### src/rtl/lmsm_sequencer.sv
// Fetch-to-decode micro-sequencer: expands LM/SM into one LW/SW per mask bit,
// passes every other instruction through with one cycle of latency.
module lmsm_sequencer #(
    parameter logic [3:0] LM_OPC = 4'b0110,
    parameter logic [3:0] SM_OPC = 4'b0111,
    parameter logic [3:0] LW_OPC = 4'b0100,
    parameter logic [3:0] SW_OPC = 4'b0101
) (
    input  logic        clk,
    input  logic        rst_n,
    input  logic        in_valid,
    output logic        in_ready,
    input  logic [15:0] in_instr,
    input  logic [15:0] in_pc,
    input  logic        flush,
    output logic        out_valid,
    input  logic        out_ready,
    output logic [15:0] out_instr,
    output logic [15:0] out_pc,
    output logic        out_last,
    output logic        busy
);

    typedef enum logic {IDLE, SEQ} state_t;

    state_t      r_state, w_state_nx;
    logic        r_sm, w_sm_nx;
    logic [2:0]  r_base, w_base_nx;
    logic [7:0]  r_mask, w_mask_nx;
    logic [3:0]  r_count, w_count_nx;
    logic [15:0] r_pc, w_pc_nx;
    logic        r_out_valid, w_out_valid_nx;
    logic [15:0] r_out_instr, w_out_instr_nx;
    logic [15:0] r_out_pc, w_out_pc_nx;
    logic        r_out_last, w_out_last_nx;

    logic        w_idle, w_adv, w_acc, w_is_mult;
    logic        w_sm;
    logic [2:0]  w_base, w_idx, w_k;
    logic [7:0]  w_src, w_rem;
    logic [15:0] w_uop;

    assign w_idle    = (r_state == IDLE);
    assign w_adv     = !r_out_valid || out_ready;
    assign in_ready  = w_idle && w_adv && !flush;
    assign w_acc     = in_valid && in_ready;
    assign w_is_mult = (in_instr[15:12] == LM_OPC) || (in_instr[15:12] == SM_OPC);

    // One encoder serves both the first micro-op (from fetch) and the rest.
    assign w_src  = w_idle ? in_instr[7:0] : r_mask;
    assign w_sm   = w_idle ? (in_instr[15:12] == SM_OPC) : r_sm;
    assign w_base = w_idle ? in_instr[11:9] : r_base;
    assign w_k    = w_idle ? 3'd0 : r_count[2:0];

    // Mask bit 7 is R0, so the lowest register is the highest set bit.
    always_comb begin
        w_idx = 3'd0;
        for (int b = 0; b < 8; b++) begin
            if (w_src[b]) w_idx = 3'(7 - b);
        end
    end

    assign w_rem = w_src & ~(8'h80 >> w_idx);
    assign w_uop = {(w_sm ? SW_OPC : LW_OPC), w_idx, w_base, 3'b000, w_k};

    always_comb begin
        w_state_nx     = r_state;
        w_sm_nx        = r_sm;
        w_base_nx      = r_base;
        w_mask_nx      = r_mask;
        w_count_nx     = r_count;
        w_pc_nx        = r_pc;
        w_out_valid_nx = r_out_valid;
        w_out_instr_nx = r_out_instr;
        w_out_pc_nx    = r_out_pc;
        w_out_last_nx  = r_out_last;
        if (flush) begin
            w_out_valid_nx = 1'b0;
            w_out_last_nx  = 1'b0;
            w_state_nx     = IDLE;
            w_mask_nx      = 8'd0;
            w_count_nx     = 4'd0;
        end else if (w_adv) begin
            w_out_valid_nx = 1'b0;
            if (!w_idle) begin
                w_out_valid_nx = 1'b1;
                w_out_instr_nx = w_uop;
                w_out_pc_nx    = r_pc;
                w_out_last_nx  = (w_rem == 8'd0);
                w_mask_nx      = w_rem;
                w_count_nx     = r_count + 4'd1;
                w_state_nx     = (w_rem == 8'd0) ? IDLE : SEQ;
            end else if (w_acc && !w_is_mult) begin
                w_out_valid_nx = 1'b1;
                w_out_instr_nx = in_instr;
                w_out_pc_nx    = in_pc;
                w_out_last_nx  = 1'b1;
            end else if (w_acc && (in_instr[7:0] != 8'd0)) begin
                w_sm_nx        = w_sm;
                w_base_nx      = w_base;
                w_pc_nx        = in_pc;
                w_out_valid_nx = 1'b1;
                w_out_instr_nx = w_uop;
                w_out_pc_nx    = in_pc;
                w_out_last_nx  = (w_rem == 8'd0);
                w_mask_nx      = w_rem;
                w_count_nx     = 4'd1;
                w_state_nx     = (w_rem == 8'd0) ? IDLE : SEQ;
            end
        end
    end

    always_ff @(posedge clk or negedge rst_n) begin
        if (!rst_n) begin
            r_state     <= IDLE;
            r_sm        <= 1'b0;
            r_base      <= 3'd0;
            r_mask      <= 8'd0;
            r_count     <= 4'd0;
            r_pc        <= 16'd0;
            r_out_valid <= 1'b0;
            r_out_instr <= 16'd0;
            r_out_pc    <= 16'd0;
            r_out_last  <= 1'b0;
        end else begin
            r_state     <= w_state_nx;
            r_sm        <= w_sm_nx;
            r_base      <= w_base_nx;
            r_mask      <= w_mask_nx;
            r_count     <= w_count_nx;
            r_pc        <= w_pc_nx;
            r_out_valid <= w_out_valid_nx;
            r_out_instr <= w_out_instr_nx;
            r_out_pc    <= w_out_pc_nx;
            r_out_last  <= w_out_last_nx;
        end
    end

    assign out_valid = r_out_valid;
    assign out_instr = r_out_instr;
    assign out_pc    = r_out_pc;
    assign out_last  = r_out_last;
    assign busy      = (r_state == SEQ);

endmodule

### config.mk
export PLATFORM = sky130hd
export DESIGN_NAME = lmsm_sequencer
export DESIGN_NICKNAME = d
export VERILOG_FILES = /design/src/rtl/lmsm_sequencer.sv
export SDC_FILE = /design/constraint.sdc
export NUM_CORES = 1
export LEC_CHECK = 0
export CAP_MARGIN = 0
export CORE_MARGIN = 10
export CORE_UTILIZATION = 46
export DETAILED_ROUTE_END_ITERATION = 10
export PLACE_DENSITY_LB_ADDON = 0.2
export SLEW_MARGIN = 20
export SYNTH_ARGS = -nofsm -noshare
export SYNTH_HDL_FRONTEND = slang
export SYNTH_SLANG_ARGS = --single-unit
### constraint.sdc
create_clock -name clk -period 2.4 [get_ports clk]
set_clock_uncertainty 0.15 [all_clocks]
set_input_delay 0.6 -clock clk [delete_from_list [all_inputs] [get_ports clk]]
set_output_delay 0.6 -clock clk [all_outputs]
set_load 0.02 [all_outputs]
# After elaboration in Yosys (flattened, before gate mapping)

Cells that the tools add are included.

Equal/unequal tests: 3
Bitwise operators: 5
Multiplexer cells: 45
Reduce and logical (&&, ||, !) cells: 20
Shifts and indexed selects: 1
$add $sub $neg: 1

Operators with widths:

| operator                                                           | count |
|---|---|
| 16-bit 2-to-1 mux                                                  | 6 |
| 8-bit 2-to-1 mux                                                   | 6 |
| 3-bit 2-to-1 mux                                                   | 10 |
| 4-bit 2-to-1 mux                                                   | 5 |
| 1-bit 2-to-1 mux                                                   | 18 |
| 8-bit AND                                                          | 1 |
| 4-bit by 3-bit == test with 1-bit output, second input constant    | 2 |
| 8-bit logical NOT                                                  | 1 |
| 8-bit inverter                                                     | 1 |
| 8-bit nonzero test                                                 | 1 |
| 8-bit by 3-bit right shift with 8-bit output, first input constant | 1 |
| 3-bit AND reduction                                                | 2 |
| 3-bit nonzero test                                                 | 2 |
| 1-bit logical AND                                                  | 5 |
| 5-bit AND reduction                                                | 1 |
| 4-bit by 1-bit adder with 4-bit output, second input constant      | 1 |
| 4-bit nonzero test                                                 | 1 |
| 1-bit logical NOT                                                  | 3 |
| 3-bit inequality test, second input constant                       | 1 |
| 1-bit inverter                                                     | 3 |
| 1-bit logical OR                                                   | 2 |
| 2-bit AND reduction                                                | 1 |
| 2-bit nonzero test                                                 | 1 |

Register bits after elaboration: 67
Bits of input ports: 37
Output and inout bits: 36
Word-level logic and storage cells: 85

# Depth between registers and ports, before layout

Depth after elaboration: 19
Depth in mapped cells: 8
Depth with buffers taken out: 6

# Least setup slack after synthesis

No wires, ideal clock.

Kind: register to output
Start point: register r_state (netlist: busy)
End point: output in_ready
Path buffers: 4
Data required time: 1,650 ps
Path slack: -77 ps
Stages on the path, launching flop included: 6
Arrival: 1,727 ps
Cell sequence: dfrtp_1 buf_6 buf_6 buf_2 buf_1 nor3_1

Cells in the longest elaborated chain, start to end: 3

RTL lines:

| what                            | RTL line | RTL |
|---|---|---|
| start: declaration              | 26       | `state_t r_state, w_state_nx;` |
| start signal: assignment        | 126      | `r_state <= w_state_nx;` |
| 1-bit inverter (no source line) | -        |  |
| 1-bit logical AND (2 in a row)  | 45       | `assign in_ready = w_idle && w_adv && !flush;` |
| end: declaration                | 12       | `output logic in_ready,` |

Every way passes these cells.

# Worst setup path after layout

Start point: input flush
End point: register r_out_instr[6] (netlist: out_instr[6])

Cells in the longest elaborated chain, start to end: 6
Elaborated cells between the ends (all ways): 10
Classes of those cells: 2 x mux; 1 x bitwise; 7 x reduce/logical

RTL lines:

| what                                                                             | RTL line | RTL |
|---|---|---|
| start: declaration                                                               | 15       | `input logic flush,` |
| 1-bit logical NOT                                                                | 45       |  |
| 1-bit logical AND                                                                | 45       |  |
| 1-bit logical AND                                                                | 46       | `assign w_acc = in_valid && in_ready;` |
| 1-bit logical AND (on tied branches)                                             | 93, 98   |  |
| 3-bit nonzero test (no source line) / 16-bit 2-to-1 mux (equally long branches)  | -        |  |
| 3-bit AND reduction (no source line) / 16-bit 2-to-1 mux (equally long branches) | -        |  |
| end signal: assignment                                                           | 133      | `r_out_instr <= w_out_instr_nx;` |
| end: declaration                                                                 | 33       | `logic [15:0] r_out_instr, w_out_instr_nx;` |

Parallel ways exist; a longest one is shown, timed or not.
A chain may end at the register's enable or synchronous reset.

==> results.yml <==
run_status:
  status: "finished, final reports clean"
clocking:
  cts_tree: "built"
  clk_pin_slew_worst_paths_ps: 70
  htree_levels: 3
  cts_root_buf: "clkbuf_8"
  clockBufferDepth: 2
  clock_latency_ps: 330
  cts_sinks: 66
  numCtsBuffers: 9
global_route:
  gr-usage-all-layers_pct: 16.5
  overflow: 0
  grt_max_degree: 49
  grt_pass1_wl_um: 15000
  grt_pass1_vias: 3007
  antenna_found_initial: 0
final_layout:
  antenna-diode-count: 0
  fin_nets: 508
  design_area_um2: 4790
  drive_above_1_share_pct: 21.3
  syn_to_final_growth_pct: 46.5
detailed_routing:
  drt_iter0_markers: 168
  first_pass_iters: 4
  viasPerCell: 5.30
  final_antenna_net_count: 0
  wirelength_um: 9440
  vias: 3024
  route.detailed.drc: 0
  wl_per_cell_um: 16.5
worst_setup_path:
  worst_setup_path_start_kind: "primary input"
  r2r_slack_ps: 80
  cp_max_fo: 12
  r2r-end: "r_mask[1]"
  worstSetupPathType: "in2reg"
  r2r-start: "busy"
  arrival_ps: 2400
  required_ps: 2460
  r2r_cells: 7
  cp-end-kind: "register"
min_path:
  hold_path_end: "r_pc[14]"
  hold_depth: 2
  holdCritStartpoint: "r_pc[14]"
  hold_class: "reg2reg"
logic_synthesis:
  async_flop_share_pct: 100
  ys_seq_area_share_pct: 50.5
  syn_inst: 349
  ys_types: 52
  ys_warn_count: 0
  synthDominantCellAreaShare_pct: 50.5
  syn_area_um2: 3270
  yosysTopAreaCell: "dfrtp_1"
  synth_fp_nets: 387
  synthTopCellsByArea: "dfrtp_1 50%, nand2_1 11%, mux2i_1 5.8%"
  ys_ff_latch: 66
  avgSynthCellArea_um2: 9.38
  synth_flop_cell: "dfrtp_1"
  synth_edf_count: 0
placement:
  gp_congestion: 0.908
  io_buffer_count: 72
  placed_cell_area_um2: 4460
  pre_cts_ws_ps: -453
  dp_hpwl_um: 6830
timing:
  rsz0062_at_grt: "true"
  worstMarginPinSlew_ps: 371
  fin_crit_ps: 2340
  fin_ws_ps: 57.5
  maxSlewHeadroom_pct: 74.6
  slew_violations: 0
  report.final.setup_viol: 0
  timing.final.hold_violations: 0
  whs_ps: 329
  fin_crit_sh_pct: 97.6
  fmax_ghz: 0.427
  setup-tns-final_ps: 0
floorplanning:
  core_area_um2: 6870
  die-area_um2: 10900
  start_util_pct: 47.6
  io-pin-count: 73
  std_cell_rows: 30
  die_y_um: 104
  die_x_um: 104
power:
  ir_drop_mv: 0.485
  p_total_w: 0.00348
  leakage_nw: 2.24
  pwr_density_cell_nw_per_um2: 725
flow_run:
  drv_cap: 0
## how the worst max path moves through the flow
stage / startpoint / end / slack (ps) / depth (start not counted)
after floorplan: flush / out_instr[10] / 70 / 6
after global placement: in_instr[3] / r_mask[1] / -360 / 8
after detailed placement: in_instr[3] / r_mask[1] / -450 / 8
after CTS: in_instr[2] / busy / -4 / 8
after global routing: flush / r_count[2] / -20 / 7
final: flush / out_instr[6] / 60 / 7
## synthesized netlist by cell type, types with 2 or more instances
cell type	number
clkbuf_1	8
a22oi_1	3
buf_2	8
nand2_1	92
a32o_1	4
o21ai_0	37
o32ai_1	2
a22o_1	7
or4b_1	2
mux2i_1	19
nor2b_1	6
o21bai_1	2
a21o_1	4
inv_1	4
buf_1	2
a21oi_1	11
a211oi_1	2
nand2b_1	4
nor2_1	20
nor3_1	5
a21boi_0	2
dfrtp_1	66
mux2_2	4
buf_6	2
o22ai_2	2
nor3_2	2
a31oi_1	2
nand3_1	2
a221o_1	2
## per-stage QoR
step / util (%) / cells
floorplan: - / 349
global placement: 64.9 / 551
detailed placement: 64.9 / 551
CTS: 68.3 / 568
global route: 69.8 / 571
finish: 69.8 / 571
## routing by layer
layer	track usage (%)	vias up	routed length (µm)
met4	4.37	0	78
li1	-	1466	-
met1	21.9	1482	4400
met2	26.0	68	4440
met3	4.15	8	528
met5	0	-	0
## area by class of cell
type,instances,area [µm²]
timing repair buffer,130,1220
clock inverter,6,65.1
multi-input combinational,259,1590
clock buffer,10,138
inverter,4,15.0
tap,96,120
sequential,66,1660
fill,578,2070
## state kept, by name, summed over array words and instances (netlist names), 3 cells and up
name,flops
r_base,3
r_mask,8
r_pc,16
out_pc,16
r_count,3
out_instr,16
## worst max-delay path, cell delays in order
cell and delay, ps:
clkdlybuf4s50_1 520, or4b_4 580, nor2_2 170, buf_6 170, nor2_1 60, a21oi_1 180, o21ai_0 100
## power breakdown
part	internal [W]	switching, W
Combinational	0.000531	0.000540
Sequential	0.00132	0.000119
Clock	0.000510	0.000459
Total	0.00236	0.00112
## cell families (layout without fill, tap and decap cells)
logic type               after synthesis  after routing  synth area share, %
AO/OA/AOI/OAI                         89             89                 17.9
adder cells (fa/ha/maj)                1              1                0.382
buffers and inverters                 24            150                 3.52
flip-flops                            66             66                 50.5
multiplexers                          23             23                 7.19
AND/OR/NAND/NOR                      146            146                 20.6
## cells in the final DEF (no fill, tap or decap), drive strengths merged, types with 7 or more instances in the layout
cell | netlist | routed
a22o | 7 | 7
nor2 | 20 | 20
buf | 12 | 58
nand2 | 92 | 92
clkdlybuf4s50 | 0 | 63
o21ai | 38 | 38
clkbuf | 8 | 11
dfrtp | 66 | 66
nor3 | 7 | 7
mux2i | 19 | 19
a21oi | 11 | 11
## timing repair
action,in CTS,in global routing
hold buffers,1,0
buffers inserted,0,3
setup endpoints to repair,34,41
pin swaps,1,4
endpoints found under the hold margin,9,0
gates resized for setup,7,23
Note: power is estimated with default switching activity, not from simulation.
